File: config.mk
export PLATFORM = sky130hd
export DESIGN_NAME = hazard_match_pipe
export DESIGN_NICKNAME = d
export VERILOG_FILES = /design/src/rtl/hazard_match_pipe_pkg.sv /design/src/rtl/hazard_match_pipe_pipe_ctrl_reg.sv /design/src/rtl/hazard_match_pipe.sv
export SDC_FILE = /design/constraint.sdc
export NUM_CORES = 1
export LEC_CHECK = 0
export CORE_MARGIN = 2
export CORE_UTILIZATION = 40
export CTS_CLUSTER_SIZE = 12
export DETAILED_ROUTE_END_ITERATION = 7
export PLACE_DENSITY = 0.67
export SYNTH_ARGS = -nofsm -noshare
export SYNTH_HDL_FRONTEND = slang
export SYNTH_SLANG_ARGS = --single-unit
File: constraint.sdc
create_clock -name clk -period 4.15 [get_ports clk]
set_input_delay 0.83 -clock clk [delete_from_list [all_inputs] [get_ports clk]]
set_output_delay 0.83 -clock clk [all_outputs]
set_load 0.03 [all_outputs]
File: src/rtl/hazard_match_pipe_pkg.sv
`default_nettype none
// ============================================================================
// Module  : hazard_match_pipe_pkg
// Brief   : Shared widths, control-bundle layouts and bubble constants for
//           the E/M/W control pipeline.
// Revision: 1.0 - initial release
// ============================================================================
package hazard_match_pipe_pkg;

  localparam int DEF_RA_W   = 4;   // register address width
  localparam int DEF_PC_REG = 15;  // PC register address, never a match source
  localparam int DEF_CNT_W  = 32;  // retired-instruction counter width

  // E-stage control bundle (MSB first: RegWrite, MemToReg, PCSrc, Branch, Valid)
  typedef struct packed {
    logic reg_write;
    logic mem_to_reg;
    logic pc_src;
    logic branch;
    logic valid;
  } ctrl_e_t;

  // M/W-stage control bundle; write enables are already condition-gated here
  typedef struct packed {
    logic reg_write;
    logic pc_src;
    logic valid;
  } ctrl_mw_t;

  localparam int CTRL_E_W  = $bits(ctrl_e_t);
  localparam int CTRL_MW_W = $bits(ctrl_mw_t);

  localparam ctrl_e_t  CTRL_E_BUBBLE  = '0;
  localparam ctrl_mw_t CTRL_MW_BUBBLE = '0;

endpackage
`default_nettype wire

File: src/rtl/hazard_match_pipe_pipe_ctrl_reg.sv
`default_nettype none
// ============================================================================
// Module  : pipe_ctrl_reg
// Brief   : One pipeline stage register with async active-low clear and a
//           synchronous bubble-insert input.
// Revision: 1.0 - initial release
// ============================================================================
module pipe_ctrl_reg #(
  parameter int         W      = 8,
  parameter logic [W-1:0] BUBBLE = '0
) (
  input  logic         clk,
  input  logic         reset,
  input  logic         bubble_i,
  input  logic [W-1:0] d_i,
  output logic [W-1:0] q_o
);

  logic [W-1:0] data_d;
  logic [W-1:0] data_q;

  // Bubble insertion takes priority over the incoming stage contents
  always_comb begin
    data_d = d_i;
    if (bubble_i) begin
      data_d = BUBBLE;
    end
  end

  // Stage register; reset discards whatever is in flight
  always_ff @(posedge clk or negedge reset) begin
    if (!reset) begin
      data_q <= '0;
    end else begin
      data_q <= data_d;
    end
  end

  assign q_o = data_q;

endmodule
`default_nettype wire

File: src/rtl/hazard_match_pipe.sv
`default_nettype none
// ============================================================================
// Module  : hazard_match_pipe
// Brief   : E/M/W control pipeline registers, register-match signals for the
//           hazard unit, M/W write-back controls and a retired-instr counter.
// Revision: 1.0 - initial release
// ============================================================================
module hazard_match_pipe
  import hazard_match_pipe_pkg::*;
#(
  parameter int RA_W   = DEF_RA_W,
  parameter int PC_REG = DEF_PC_REG,
  parameter int CNT_W  = DEF_CNT_W
) (
  input  logic             clk,
  input  logic             reset,
  input  logic [RA_W-1:0]  RA1D,
  input  logic [RA_W-1:0]  RA2D,
  input  logic [RA_W-1:0]  WA3D,
  input  logic             RegWriteD,
  input  logic             MemToRegD,
  input  logic             PCSrcD,
  input  logic             BranchD,
  input  logic             ValidD,
  input  logic             CondExE,
  input  logic             FlushE,
  output logic             Match_1E_M,
  output logic             Match_1E_W,
  output logic             Match_2E_M,
  output logic             Match_2E_W,
  output logic             Match_12D_E,
  output logic             MemToRegE,
  output logic             PCSrcE,
  output logic             PCSrcM,
  output logic             PCSrcW,
  output logic             BranchTakenE,
  output logic             RegWriteM,
  output logic             RegWriteW,
  output logic [RA_W-1:0]  WA3M,
  output logic [RA_W-1:0]  WA3W,
  output logic             RetiredW,
  output logic [CNT_W-1:0] RetireCnt
);

  localparam logic [RA_W-1:0] PC_ADDR = RA_W'(PC_REG);
  localparam int              E_W     = CTRL_E_W + 3 * RA_W;
  localparam int              MW_W    = CTRL_MW_W + RA_W;
  localparam logic [E_W-1:0]  E_BUBBLE  = {CTRL_E_BUBBLE, {(3 * RA_W){1'b0}}};
  localparam logic [MW_W-1:0] MW_BUBBLE = {CTRL_MW_BUBBLE, {RA_W{1'b0}}};

  // ---------------- E stage ----------------
  ctrl_e_t         ctrl_d;
  logic [E_W-1:0]  e_d;
  logic [E_W-1:0]  e_q;
  ctrl_e_t         ctrl_e_q;
  logic [RA_W-1:0] ra1_e_q;
  logic [RA_W-1:0] ra2_e_q;
  logic [RA_W-1:0] wa3_e_q;

  assign ctrl_d = {RegWriteD, MemToRegD, PCSrcD, BranchD, ValidD};
  assign e_d    = {ctrl_d, RA1D, RA2D, WA3D};

  // FlushE only acts at the clock edge, so no output sees it combinationally
  pipe_ctrl_reg #(
    .W      (E_W),
    .BUBBLE (E_BUBBLE)
  ) u_stage_e (
    .clk      (clk),
    .reset    (reset),
    .bubble_i (FlushE),
    .d_i      (e_d),
    .q_o      (e_q)
  );

  assign {ctrl_e_q, ra1_e_q, ra2_e_q, wa3_e_q} = e_q;

  // ---------------- M stage ----------------
  ctrl_mw_t        ctrl_m_d;
  logic [MW_W-1:0] m_d;
  logic [MW_W-1:0] m_q;
  ctrl_mw_t        ctrl_m_q;
  logic [RA_W-1:0] wa3_m_q;

  // A failed condition or a bubble in E kills the write enables on entry to M
  assign ctrl_m_d.reg_write = ctrl_e_q.reg_write & CondExE & ctrl_e_q.valid;
  assign ctrl_m_d.pc_src    = ctrl_e_q.pc_src & CondExE & ctrl_e_q.valid;
  assign ctrl_m_d.valid     = ctrl_e_q.valid;
  assign m_d                = {ctrl_m_d, wa3_e_q};

  pipe_ctrl_reg #(
    .W      (MW_W),
    .BUBBLE (MW_BUBBLE)
  ) u_stage_m (
    .clk      (clk),
    .reset    (reset),
    .bubble_i (1'b0),
    .d_i      (m_d),
    .q_o      (m_q)
  );

  assign {ctrl_m_q, wa3_m_q} = m_q;

  // ---------------- W stage ----------------
  logic [MW_W-1:0] w_q;
  ctrl_mw_t        ctrl_w_q;
  logic [RA_W-1:0] wa3_w_q;

  pipe_ctrl_reg #(
    .W      (MW_W),
    .BUBBLE (MW_BUBBLE)
  ) u_stage_w (
    .clk      (clk),
    .reset    (reset),
    .bubble_i (1'b0),
    .d_i      (m_q),
    .q_o      (w_q)
  );

  assign {ctrl_w_q, wa3_w_q} = w_q;

  // ---------------- Register matches ----------------
  // RegWrite qualification is left to the hazard unit; only validity and the
  // PC exclusion are applied here.
  assign Match_1E_M  = (ra1_e_q == wa3_m_q) & (ra1_e_q != PC_ADDR) & ctrl_m_q.valid;
  assign Match_1E_W  = (ra1_e_q == wa3_w_q) & (ra1_e_q != PC_ADDR) & ctrl_w_q.valid;
  assign Match_2E_M  = (ra2_e_q == wa3_m_q) & (ra2_e_q != PC_ADDR) & ctrl_m_q.valid;
  assign Match_2E_W  = (ra2_e_q == wa3_w_q) & (ra2_e_q != PC_ADDR) & ctrl_w_q.valid;
  assign Match_12D_E = ((RA1D == wa3_e_q) | (RA2D == wa3_e_q)) & ctrl_e_q.valid
                       & (wa3_e_q != PC_ADDR);

  // ---------------- Stage controls ----------------
  // MemToRegE stays ungated so a load-use stall is raised even if it fails
  assign MemToRegE    = ctrl_e_q.mem_to_reg;
  assign PCSrcE       = ctrl_e_q.pc_src & CondExE & ctrl_e_q.valid;
  assign BranchTakenE = ctrl_e_q.branch & CondExE & ctrl_e_q.valid;
  assign PCSrcM       = ctrl_m_q.pc_src;
  assign RegWriteM    = ctrl_m_q.reg_write;
  assign WA3M         = wa3_m_q;
  assign PCSrcW       = ctrl_w_q.pc_src;
  assign RegWriteW    = ctrl_w_q.reg_write;
  assign WA3W         = wa3_w_q;
  assign RetiredW     = ctrl_w_q.valid;

  // ---------------- Retire counter ----------------
  logic [CNT_W-1:0] retire_cnt_d;
  logic [CNT_W-1:0] retire_cnt_q;

  // Count each valid W instruction, sticking at all-ones instead of wrapping
  always_comb begin
    retire_cnt_d = retire_cnt_q;
    if (ctrl_w_q.valid && (retire_cnt_q != {CNT_W{1'b1}})) begin
      retire_cnt_d = retire_cnt_q + CNT_W'(1);
    end
  end

  // Counter register; reset drops the count without adjustment
  always_ff @(posedge clk or negedge reset) begin
    if (!reset) begin
      retire_cnt_q <= '0;
    end else begin
      retire_cnt_q <= retire_cnt_d;
    end
  end

  assign RetireCnt = retire_cnt_q;

endmodule
`default_nettype wire

==> results of run 1 <==
==> power breakdown <==
group          internal [W]  switching [W]
registers          0.000656      0.0000602
clock network      0.000325       0.000222
logic              0.000127       0.000139
total               0.00111       0.000421
==> metrics by stage <==
step,setup slack (ns),power (W),hold WS [ns],std cells
6_report,0.896,0.00153,0.383,432
3_5_place_dp,0.900,0.000999,0.372,416
4_1_cts,0.878,0.00154,0.387,432
3_3_place_gp,0.910,0.000993,0.369,416
5_1_grt,0.820,0.00159,0.391,432
2_1_floorplan,1.75,0.000868,0.373,253
==> cell type report <==
| class | instances | area [µm²] | share of cell area, % |
|---|---|---|---|
| inverter | 6 | 22.5 | 0.576 |
| timing repair buffer | 74 | 733 | 18.8 |
| multi-input combinational | 177 | 1250 | 31.9 |
| sequential | 63 | 1580 | 40.3 |
| clock buffer | 13 | 169 | 4.32 |
| clock inverter | 3 | 40.0 | 1.02 |
| tap | 96 | 120 | 3.07 |
==> worst register-to-register path, stage by stage, from the launching register on <==
cell,delay (ns)
dfrtp_1,0.43
nand3_2,0.15
nor4_4,0.64
a31oi_2,0.27
mux2_4,0.35
==> metal layers <==
metal | vias to the layer above | wire (µm) | share of wire [%]
li1 | 1033 | - | -
met3 | 9 | 439 | 7.2
met5 | - | 0 | 0
met1 | 1028 | 2620 | 43
met4 | 0 | 91 | 1.5
met2 | 74 | 2920 | 48
==> kinds of logic (layout without fill, tap and decap cells) <==
group           after synthesis  count (layout)  synth area share (%)
buf+inv                      13              96                  2.29
fa+ha+maj                     1               1                 0.433
compound gates               20              20                  5.37
mux                           3               3                  1.26
flops                        63              63                  54.5
xor+xnor                     46              46                  13.9
simple gates                107             107                  22.2
==> synthesized netlist by cell type (2+ instances only) <==
cell type,count
dfrtp_1,63
xnor2_1,34
nand4_1,18
nor2_1,17
nor2b_1,17
nand2_1,13
xor2_1,12
nand3_1,11
and3_1,10
a21oi_1,6
inv_1,6
a31oi_1,4
buf_4,4
and2_1,3
and4_1,3
nand3_2,3
nor3_1,3
nor3_2,3
buf_2,2
nor4_4,2
o21a_1,2
==> worst paths after layout <==
| path | endpoint | start |
|---|---|---|
| worst max-delay path | Match_12D_E | RA2D[3] |
| worst max register to register | RetireCnt[1] | RetireCnt[29] |
| worst min-delay path | u_stage_w.q_o[5] | u_stage_m.q_o[5] |
| min in group asynchronous | RetireCnt[26] | reset |
| max in group asynchronous | u_stage_w.q_o[2] | reset |
| worst min register to register | u_stage_w.q_o[5] | u_stage_m.q_o[5] |
==> flip-flops by register name (all words and copies together) (netlist names) <==
register,count
u_stage_m.q_o,7
RetireCnt,32
u_stage_w.q_o,7
u_stage_e.q_o,17
==> results.toml, run 1 <==
[worst_hold_path]
hold_class = "reg2reg"
hold_path_depth = 0

[layout]
final_cell_mix = "clkdlybuf4s50_1, dfrtp_1, xnor2_1, nand4_1"
fin_area_um2 = 3910
area_growth_syn_to_layout_pct = 35.2
antenna-diode-count = 0
layout_commonest_cell = "clkdlybuf4s50_1"
nets = 353
fillers = 629
final_core_util_pct = 56.6
final_layout_size_suffix_gt1_share_pct = 9.52

[route]
num_vias = 2144
wl_per_cell_um = 14.1
drtIter0Drc = 65
via_per_inst = 4.96
firstDrtPassIters = 4
drt_wl_total_um = 6070
drt.antenna.violating_nets = 0
drcViolationCount = 0

[timing]
relSlewSlack_pct = 57.3
rsz0062_at_grt = "no"
hold_viol = 0
maxSlewViolCount = 0
setup_violations = 0
setup-tns-final_ns = 0
tightest_slew_ns = 0.636
finClkSkew_ns = 0.00944
finalCritPeriodShare_pct = 78.4
fmax_mhz = 307
period_needed_ns = 3.25

[clock_network]
ctsHoldBuffers = 0
cts_buffer_depth = 2
htreeDepth = 3
post_cts_resized = 0
cts.clk_slew.worst_paths_ns = 0.06
cts_tree = "done"
post_cts_buffers = 0
root_buffer = "clkbuf_8"
cts_made_buffers = 9
cts.sinks = 63
clkLatencyLatePin_ns = 0.33

[logic_synthesis]
syn_inst = 253
seq_area_frac_synth_pct = 54.5
yosys.area.top_type_share_pct = 54.5
yosysUniqueCellTypes = 38
synth_area_um2 = 2890
synth.largest_area_cell = "dfrtp_1"
synth-main-ff-cell = "dfrtp_1"
synth_fp_nets = 275
synthTopCellsByArea = "dfrtp_1, xnor2_1, nand4_1"
synth_edf_count = 0
yosysWarningCount = 0
avgSynthCellArea_um2 = 11.4
ys_ff_latch = 63
async_reset_ff_share_pct = 100

[critical_path]
crit_type = "in2out"
path_max_fanout = 2
crit_top_cell = "clkdlybuf4s50_1"
cp.depth = 5
cp-start-kind = "input pin"
cp_cell_sequence = "clkdlybuf4s50_1 -> xnor2_1 -> nand4_1 -> a21oi_1 -> clkdlybuf4s50_1"
critPathMaxStageDelay_ns = 0.68
crit_path_end_kind = "output port"
rrSetupSlack_ns = 2.19
cpMaxStageDelayCell = "clkdlybuf4s50_1"
critical_path_arrival_ns = 2.42
crit_buf_inv = 2
crit_required_ns = 3.32
r2r_cells = 4
path_delay_family = "buffers and inverters"

[floorplan]
rows = 30
initial_core_util_pct = 41.8
core_um2 = 6910
die_height_um = 89.0
dieWidth_um = 89.0
fp.dieArea_um2 = 7920
pin_count = 74

[grt]
overflow = 0
grt.met2_usage_pct = 27.7
met1_usage_pct = 19.9
grt_pass1_wl_um = 9990
grt_most_used_layer = "met2"
first_global_vias = 2119
grt_max_degree = 39
grt_usage_pct = 16.5
use_met3_pct = 5.36
antenna_found_initial = 0

[run_status]
status = "completed"

[pwr]
leakagePower_nw = 1.65
power_per_cell_area_nw_per_um2 = 391
ir_worst_vdd_v = 0.000219

[placement]
port_buffers = 73
place_area_um2 = 3700
dp_hpwl_um = 4540
globalplace.congestion = 0.762

[job]
max-cap-violations = 0
(Power assumes the default switching activity.)
==> run 2, diff against run 1 <==
==> constraint.sdc (replaced) <==
create_clock -name clk -period 3.2 [get_ports clk]
set_input_delay 0.64 -clock clk [delete_from_list [all_inputs] [get_ports clk]]
set_output_delay 0.64 -clock clk [all_outputs]
set_load 0.03 [all_outputs]
==> run 2 against run 1 <==
  * Non-clock buffer count unchanged
  * Flip-flop and latch count unchanged
  * Critical path depth unchanged
  * Global-route usage about the same
  * Critical path type unchanged
  * Highest routed layer unchanged
==> results.toml, run 2 (synthesis gave the netlist of run 1 again) <==
[timing]
setup_violations = 0
maxSlewViolCount = 0
rsz0062_at_grt = "no"
relSlewSlack_pct = 55.4
fmax_mhz = 352
layout_setup_ws_ns = 0.356
hold_viol = 0
finalCritPeriodShare_pct = 88.9
setup-tns-final_ns = 0
period_needed_ns = 2.84
tightest_slew_ns = 0.664
finClkSkew_ns = 0.00652

[route]
wl_per_cell_um = 14.1
drt_wl_total_um = 6090
num_vias = 2154
drtIter0Drc = 45
firstDrtPassIters = 4
drt.antenna.violating_nets = 0
drcViolationCount = 0
via_per_inst = 4.99

[clock_network]
root_buffer = "clkbuf_8"
ctsHoldBuffers = 0
cts.clk_slew.worst_paths_ns = 0.07
clkLatencyLatePin_ns = 0.34
cts_tree = "done"
post_cts_buffers = 0
cts_made_buffers = 9
htreeDepth = 3
cts_buffer_depth = 2
cts.sinks = 63
post_cts_resized = 0

[floorplan]
initial_core_util_pct = 41.8
dieWidth_um = 89.0
pin_count = 74
die_height_um = 89.0
fp.dieArea_um2 = 7920
core_um2 = 6910
rows = 30

[layout]
area_growth_syn_to_layout_pct = 34.9
final_layout_size_suffix_gt1_share_pct = 9.52
largest_reg_flops = 32
final_cell_mix = "clkdlybuf4s50_1, dfrtp_1, xnor2_1, nand4_1"
antenna-diode-count = 0
nets = 353
layout_commonest_cell = "clkdlybuf4s50_1"

[grt]
overflow = 0
first_global_vias = 2114
grt_max_degree = 42
antenna_found_initial = 0
grt_usage_pct = 16.5
grt_pass1_wl_um = 9940

[pwr]
p_int_w = 0.00138
power_per_cell_area_nw_per_um2 = 502
seqPwrFrac_pct = 47.5
clockPowerShare_pct = 34.8
combinationalPowerShare_pct = 17.7
total_power_w = 0.00196
leakagePower_nw = 1.63
ir_worst_vdd_v = 0.000291
netSwitchingPower_w = 0.000579
netSwitchingFraction_pct = 29.5

[critical_path]
crit_path_end_kind = "output port"
crit_required_ns = 2.56
critical_path_arrival_ns = 2.20
path_max_fanout = 2
cp-start-kind = "input pin"
crit_type = "in2out"

[placement]
globalplace.congestion = 0.769
port_buffers = 73
place_ws_ns = 0.367
dp_hpwl_um = 4650

[job]
max-cap-violations = 0

[worst_hold_path]
hold_class = "in2async"

[run_status]
status = "completed"
run 2: cell types whose count changed in the layout (fill, tap and decap cells not counted), sizes merged:
cell and delta:
clkbuf -3, clkinvlp +2, clkinv +1
run 2: final cells by class:
cell class | count | area, µm²
Sequential cell | 63 | 1580
Inverter | 6 | 22.5
Clock buffer | 10 | 128
Tap cell | 96 | 120
Timing Repair Buffer | 74 | 733
Fill cell | 627 | 3010
Clock inverter | 6 | 71.3
Multi-Input combinational cell | 177 | 1250
run 2: path summary, 6_finish.rpt:
path	to	depth (start not counted)	start	slack (ns)
hold reg to reg	u_stage_w.q_o[5]	0	u_stage_m.q_o[5]	0.38
hold / removal	RetireCnt[26]	1	reset	0.26
max in group asynchronous	u_stage_m.q_o[3]	2	reset	2.02
setup / recovery	Match_12D_E	5	RA2D[3]	0.36
min in group clk	u_stage_w.q_o[5]	0	u_stage_m.q_o[5]	0.38
setup reg to reg	RetireCnt[4]	6	RetireCnt[0]	1.21
run 2: critical path: stages:
cell and delay [ns]:
clkdlybuf4s50_1 0.49, xnor2_1 0.13, nand4_1 0.11, a21oi_1 0.15, clkdlybuf4s50_1 0.68
run 2: layer usage:
layer	vias up	GRT usage, %	part of all wire (%)
met5	-	0	0
met3	5	7.39	8.1
met4	0	4.07	0.97
met2	77	28.2	51
met1	1035	19.1	40
li1	1037	-	-
run 2: power by group through the flow:
stage | combinational [W] | sequential [W] | clock [W]
after CTS | 0.000352 | 0.000931 | 0.000704
after detailed placement | 0.000352 | 0.000946 | 0
after global routing | 0.000371 | 0.000940 | 0.000734
final | 0.000346 | 0.000930 | 0.000682
after floorplan | 0.000121 | 0.00101 | 0
after global placement | 0.000344 | 0.000945 | 0
run 2: stage by stage:
step / std cells / hold slack (ns) / utilization [%] / cell area [µm²]
after detailed placement: 416 / 0.368 / 53.6 / 3700
after global routing: 432 / 0.293 / 56.4 / 3900
after global placement: 416 / 0.369 / 53.6 / 3700
after CTS: 432 / 0.271 / 56.4 / 3900
after floorplan: 253 / 0.344 / - / 2890
final: 432 / 0.263 / 56.4 / 3900
==> run 3, diff against run 2 <==
--- a/config.mk
+++ b/config.mk
@@ -5,6 +5,7 @@
 export SDC_FILE = /design/constraint.sdc
 export NUM_CORES = 1
 export LEC_CHECK = 0
+export ABC_AREA = 0
 export CORE_MARGIN = 2
 export CORE_UTILIZATION = 40
 export CTS_CLUSTER_SIZE = 12
==> results of run 3 <==
The final DEF is identical to that of run 2; final timing and power are the same.
